File: config.mk
export PLATFORM = sky130hd
export DESIGN_NAME = mul_div_result_catcher_flat
export DESIGN_NICKNAME = d
export VERILOG_FILES = /design/src/rtl/mul_div_result_catcher_if.sv /design/src/rtl/mul_div_result_catcher.sv /design/src/flat_wrapper.sv
export SDC_FILE = /design/constraint.sdc
export NUM_CORES = 1
export LEC_CHECK = 0
export CAP_MARGIN = 20
export CORE_MARGIN = 2
export CORE_UTILIZATION = 36
export DETAILED_ROUTE_END_ITERATION = 16
export PLACE_DENSITY = 0.57
export SETUP_SLACK_MARGIN = 0.3
export SLEW_MARGIN = 5
export SYNTH_ARGS = -nofsm -noshare
export SYNTH_HDL_FRONTEND = slang
export SYNTH_SLANG_ARGS = --single-unit
File: constraint.sdc
create_clock -name clk -period 5.65 [get_ports clk]
set_clock_uncertainty 0.05 [all_clocks]
set_input_delay 0.565 -clock clk [delete_from_list [all_inputs] [get_ports clk]]
set_output_delay 0.565 -clock clk [all_outputs]
set_load 0.05 [all_outputs]
File: src/rtl/mul_div_result_catcher_if.sv
// Bus bundle for mul_div_result_catcher.
// Producer side: the issue strobe, the mul_div result word and flags, and the
// issue_ok back-pressure hint.
// Consumer side: a first-word-fall-through valid/ready result port.
// master = the environment (mul_div + consumer); slave = the catcher itself.
interface mul_div_result_catcher_if #(
    parameter int WIDTH = 32
);
    logic             en;
    logic [WIDTH-1:0] R;
    logic             io_flag;
    logic             dz_flag;
    logic             of_flag;
    logic             uf_flag;
    logic             i_flag;
    logic             issue_ok;
    logic             o_valid;
    logic             o_ready;
    logic [WIDTH-1:0] o_R;
    logic [4:0]       o_flags;

    modport master (
        output en, R, io_flag, dz_flag, of_flag, uf_flag, i_flag, o_ready,
        input  issue_ok, o_valid, o_R, o_flags
    );

    modport slave (
        input  en, R, io_flag, dz_flag, of_flag, uf_flag, i_flag, o_ready,
        output issue_ok, o_valid, o_R, o_flags
    );
endinterface

File: src/rtl/mul_div_result_catcher.sv
// mul_div_result_catcher: follows every mul_div issue with a 1-bit token
// through a LATENCY-deep pipe and, when the token falls out of the pipe,
// captures {R, flags} into a small first-word-fall-through FIFO.
// issue_ok tells the issuer whether one more operation is guaranteed a slot.
// A capture that meets a full FIFO (with no same-cycle pop) is dropped and
// latches drop_err until clr_sticky.
// Optional macro STICKY_FLAGS_EN: when defined, sticky_flags OR-accumulates
// the flags of every accepted result; when undefined it is tied to zero.
module mul_div_result_catcher #(
    parameter int WIDTH   = 32,
    parameter int LATENCY = 2,
    parameter int DEPTH   = 4
) (
    input  logic                    clk,
    input  logic                    arst,
    mul_div_result_catcher_if.slave bus,
    output logic                    drop_err,
    input  logic                    clr_sticky,
    output logic [4:0]              sticky_flags
);

    localparam int PW = $clog2(DEPTH);
    localparam int CW = $clog2(DEPTH + 1);
    localparam int SW = $clog2(DEPTH + LATENCY + 1) + 1;
    localparam int EW = WIDTH + 5;

    logic [LATENCY-1:0] tok;
    logic               capture;
    logic [SW-1:0]      in_flight;
    logic [SW-1:0]      occupancy;

    logic [EW-1:0]      ram [DEPTH];
    logic [PW-1:0]      wr_ptr;
    logic [PW-1:0]      rd_ptr;
    logic [CW-1:0]      count;
    logic [EW-1:0]      head;

    logic [4:0]         in_flags;
    logic               full;
    logic               pop;
    logic               push_ok;
    logic               drop;

    assign in_flags = {bus.io_flag, bus.dz_flag, bus.of_flag, bus.uf_flag, bus.i_flag};
    assign capture  = tok[LATENCY-1];

    // Token pipe: stage 0 samples en, the last stage marks the capture cycle.
    always_ff @(posedge clk) begin
        if (arst) begin
            tok <= '0;
        end else begin
            tok[0] <= bus.en;
            for (int i = 1; i < LATENCY; i++) begin
                tok[i] <= tok[i-1];
            end
        end
    end

    // Count tokens still travelling; the one in the last stage is this cycle's push.
    always_comb begin
        in_flight = '0;
        for (int i = 0; i < LATENCY; i++) begin
            in_flight = in_flight + SW'(tok[i]);
        end
    end

    // Space guarantee uses registered state only; pops are not credited, so it is conservative.
    always_comb begin
        occupancy    = SW'(count) + in_flight;
        bus.issue_ok = (occupancy < SW'(DEPTH));
    end

    // FIFO control: a same-cycle pop frees the slot a capture into a full FIFO needs.
    always_comb begin
        full    = (count == CW'(DEPTH));
        pop     = (count != '0) && bus.o_ready;
        push_ok = capture && (!full || pop);
        drop    = capture && full && !pop;
    end

    // Result storage, cleared on reset so the head reads zero afterwards.
    always_ff @(posedge clk) begin
        if (arst) begin
            for (int i = 0; i < DEPTH; i++) begin
                ram[i] <= '0;
            end
        end else if (push_ok) begin
            ram[wr_ptr] <= {bus.R, in_flags};
        end
    end

    // Pointers wrap naturally at DEPTH; count tracks occupancy 0..DEPTH.
    always_ff @(posedge clk) begin
        if (arst) begin
            wr_ptr <= '0;
            rd_ptr <= '0;
            count  <= '0;
        end else begin
            if (push_ok) begin
                wr_ptr <= wr_ptr + PW'(1);
            end
            if (pop) begin
                rd_ptr <= rd_ptr + PW'(1);
            end
            if (push_ok && !pop) begin
                count <= count + CW'(1);
            end else if (pop && !push_ok) begin
                count <= count - CW'(1);
            end
        end
    end

    // Head presentation straight from the read pointer; holds the stale slot when empty.
    always_comb begin
        head        = ram[rd_ptr];
        bus.o_valid = (count != '0);
        bus.o_R     = head[EW-1:5];
        bus.o_flags = head[4:0];
    end

    // Sticky drop indicator; clearing wins over a same-cycle drop.
    always_ff @(posedge clk) begin
        if (arst) begin
            drop_err <= 1'b0;
        end else if (clr_sticky) begin
            drop_err <= 1'b0;
        end else if (drop) begin
            drop_err <= 1'b1;
        end
    end

`ifdef STICKY_FLAGS_EN
    logic [4:0] sticky_q;

    // Accumulate flags of accepted results; clearing wins over a same-cycle set.
    always_ff @(posedge clk) begin
        if (arst) begin
            sticky_q <= '0;
        end else if (clr_sticky) begin
            sticky_q <= '0;
        end else if (push_ok) begin
            sticky_q <= sticky_q | in_flags;
        end
    end

    assign sticky_flags = sticky_q;
`else
    assign sticky_flags = 5'b00000;
`endif

endmodule

File: src/flat_wrapper.sv
// flat-port wrapper written by rule: the top's interface ports become plain ports
module mul_div_result_catcher_flat 
#(
    parameter int WIDTH   = 32,
    parameter int LATENCY = 2,
    parameter int DEPTH   = 4
)
  (clk, arst, drop_err, clr_sticky, sticky_flags, bus_en, bus_R, bus_io_flag, bus_dz_flag, bus_of_flag, bus_uf_flag, bus_i_flag, bus_o_ready, bus_issue_ok, bus_o_valid, bus_o_R, bus_o_flags);
  mul_div_result_catcher_if #(.WIDTH(WIDTH)) bus_i ();
  input  logic clk;
  input  logic arst;
  output logic drop_err;
  input  logic clr_sticky;
  output logic [4:0] sticky_flags;
  input wire logic [$bits(bus_i.en)-1:0] bus_en;
  input wire logic [$bits(bus_i.R)-1:0] bus_R;
  input wire logic [$bits(bus_i.io_flag)-1:0] bus_io_flag;
  input wire logic [$bits(bus_i.dz_flag)-1:0] bus_dz_flag;
  input wire logic [$bits(bus_i.of_flag)-1:0] bus_of_flag;
  input wire logic [$bits(bus_i.uf_flag)-1:0] bus_uf_flag;
  input wire logic [$bits(bus_i.i_flag)-1:0] bus_i_flag;
  input wire logic [$bits(bus_i.o_ready)-1:0] bus_o_ready;
  output wire logic [$bits(bus_i.issue_ok)-1:0] bus_issue_ok;
  output wire logic [$bits(bus_i.o_valid)-1:0] bus_o_valid;
  output wire logic [$bits(bus_i.o_R)-1:0] bus_o_R;
  output wire logic [$bits(bus_i.o_flags)-1:0] bus_o_flags;
  assign bus_i.en = bus_en;
  assign bus_i.R = bus_R;
  assign bus_i.io_flag = bus_io_flag;
  assign bus_i.dz_flag = bus_dz_flag;
  assign bus_i.of_flag = bus_of_flag;
  assign bus_i.uf_flag = bus_uf_flag;
  assign bus_i.i_flag = bus_i_flag;
  assign bus_i.o_ready = bus_o_ready;
  assign bus_issue_ok = bus_i.issue_ok;
  assign bus_o_valid = bus_i.o_valid;
  assign bus_o_R = bus_i.o_R;
  assign bus_o_flags = bus_i.o_flags;
  mul_div_result_catcher #(.WIDTH(WIDTH), .LATENCY(LATENCY), .DEPTH(DEPTH)) u_core (.clk(clk), .arst(arst), .bus(bus_i), .drop_err(drop_err), .clr_sticky(clr_sticky), .sticky_flags(sticky_flags));
endmodule
==> flow_metrics.py <==
metrics = {
    "clock_tree": {
        "post-cts-setup-buffer-count": 0,
        "numCtsBuffers": 17,
        "clockRootBuffer": "clkbuf_16",
        "cts_tree": "done",
        "cts_resized": 0,
        "clk_pin_slew_worst_paths_ns": 0.06,
        "postCtsHoldBufs": 0,
        "h-tree-depth": 4,
        "clk_path_buf_depth": 2,
        "clock_insertion_delay_worst_skew_ns": 0.42,
        "clkSinkCount": 160,
    },
    "final_layout": {
        "drive_gt1_share_pct": 16.4,
        "final_nets": 552,
        "syn_to_final_growth_pct": 24.9,
        "final_cell_mix": "148 x and2_1, 148 x edfxtp_1, 81 x clkdlybuf4s50_1, 37 x mux4_2, 17 x clkbuf_16",
        "utilization_pct": 46.0,
        "fill_cells": 1642,
        "multiInputGateArea_sq_mm": 0.00216,
        "n_antenna_cell": 0,
        "regArea_sq_mm": 0.00469,
    },
    "timing": {
        "final-hold-violation-count": 0,
        "setup_ws_ns": 2.34,
        "fin_crit_ns": 3.31,
        "setup_tns_ns": 0,
        "fin_hold_ws_ns": 0.431,
        "fmax_mhz": 302,
        "drv_slew": 0,
        "post-route-period-util_pct": 58.5,
        "rsz0062_at_grt": "false",
        "worstMarginPinSlew_ns": 1.02,
        "relSlewSlack_pct": 32.0,
        "setup_viol": 0,
    },
    "critical_path": {
        "arrival_ns": 2.69,
        "cp-end-kind": "primary output",
        "r2r-end": "u_core.ram[0][23]",
        "r2r_cells": 4,
        "cp_max_fo": 37,
        "reg2reg_from": "u_core.count[0]",
        "startpoint_type": "register",
        "criticalPathCategory": "register to primary output",
        "cp_slowest_cell": "dfxtp_4",
        "crit_path_cell_trace": "mux4_2 > clkdlybuf4s50_1",
        "cp_slowest_stage_delay_ns": 0.87,
        "r2r_slack_ns": 3.01,
        "cp.required_ns": 5.04,
    },
    "logic_synthesis": {
        "yosys_warnings": 0,
        "synth_edf_count": 148,
        "async_flop_share_pct": 0,
        "synth-seq-cells": 160,
        "syn_avg_cell_area_sq_um": 16.4,
        "ys_types": 34,
        "synth_cells": 422,
        "yosysSeqAreaShare_pct": 67.5,
        "syn_area_sq_mm": 0.00694,
        "ys.flop_type": "edfxtp_1",
    },
    "worst_hold_path": {
        "hp-start": "u_core.tok[0]",
        "hp-class": "register to register",
        "hold_path_end": "u_core.tok[1]",
        "hold_path_depth": 1,
    },
    "detailed_routing": {
        "wl_met1_um": 6230,
        "drtIter0Drc": 289,
        "wl_met2_um": 7230,
        "vias": 3684,
        "wl_per_cell_um": 18.5,
        "wirelength_um": 14400,
        "post-route-drc-count": 0,
        "vias_per_cell": 4.74,
        "dr_wl_met3_um": 763,
        "postRouteAntennaNets": 0,
        "dr.pass1.iters": 4,
        "dr.max_layer_used": "met4",
    },
    "global_routing": {
        "grt_max_degree": 39,
        "grt.overflow.total": 0,
        "grt_pass1_wl_um": 22100,
        "antenna_found_initial": 0,
        "grt.total_usage_pct": 15.1,
        "grt_pass1_vias": 3900,
    },
    "floorplanning": {
        "ios": 87,
        "fp.dieW_um": 143,
        "die_area_sq_mm": 0.0204,
        "row_count": 50,
        "coreArea_sq_mm": 0.0188,
        "die_y_um": 143,
        "initial_core_util_pct": 36.8,
    },
    "place": {
        "port_buffers": 81,
        "place_hpwl_um": 8080,
        "dp_slack_ns": 2.06,
        "place_congestion": 0.698,
    },
    "outcome": {
        "status": "finished clean",
    },
    "run": {
        "max_cap_viol_count": 0,
    },
    "pwr": {
        "ir_drop_mv": 0.228,
        "p_leak_uw": 0.00308,
        "pwr_density_cell_mw_per_mm2": 382,
        "finalPower_uw": 3310,
    },
}
## where the power goes
part | internal, uW | switching (uW)
registers | 1360 | 78.9
logic | 300 | 437
clock network | 687 | 444
## worst max-delay path, delay by kind of cell (launching register included)
kind                   cells  cell delay, ns
muxes                      1            0.66
buffers and inverters      1            0.73
DFF                        1            0.87
## layout make-up
cell class | count | share of cell area, %
well taps | 260 | 3.75
flip-flops and latches | 160 | 54.1
clock inverters | 12 | 1.66
multi-input cells | 233 | 24.9
repair buffers | 90 | 10.4
inverters | 4 | 0.173
clock buffers | 19 | 4.99
## worst max path at each step
| stage | startpoint | slack [ns] | depth (start not counted) | end |
|---|---|---|---|---|
| after floorplan | bus_o_ready | 1.65 | 3 | u_core.ram[2][0] |
| after global placement | arst | 2.05 | 5 | u_core.ram[0][23] |
| after detailed placement | arst | 2.06 | 5 | u_core.ram[0][23] |
| after CTS | register | 2.20 | 2 | bus_o_R[29] |
| after global routing | register | 2.17 | 2 | bus_o_R[31] |
| final | register | 2.34 | 2 | bus_o_R[29] |
## metal layers
metal | global-route usage, % | up-vias
li1 | - | 1707
met1 | 19.4 | 1860
met2 | 25.4 | 103
met3 | 3.62 | 14
met4 | 5.00 | 0
met5 | 0 | -
## through the flow
step	instance area, sq um	std cells
after CTS	8630	776
after detailed placement	8050	745
after global placement	8040	744
final	8670	778
after global routing	8670	778
after floorplan	6950	426
## cell usage after synthesis (all sizes together), types with 3 or more instances
cell	instances	area, sq um
buf	10	61.3
mux4	37	833
and2	148	926
nor2	7	26.3
clkbuf	19	78.8
nor2b	3	18.8
dfxtp	12	240
edfxtp	148	4440
inv	4	15.0
ha	3	37.5
xor2	4	35.0
## flip-flops by register name, summed over array words and instances (netlist names), named ones only
name             cells
u_core.ram         148
u_core.wr_ptr        2
u_core.drop_err      1
u_core.tok           2
u_core.rd_ptr        2
u_core.count         3
## kinds of logic after synthesis
family | Yosys count | synth area share [%]
other | 1 | 0.0541
XOR/XNOR | 4 | 0.505
flip-flops | 160 | 67.5
AND/OR/NAND/NOR | 171 | 15.6
multiplexers | 39 | 12.3
AO/OA/AOI/OAI | 10 | 0.974
buffers and inverters | 33 | 2.24
adder cells (fa/ha/maj) | 4 | 0.830
No activity file was read; power rests on OpenSTA's default activity.
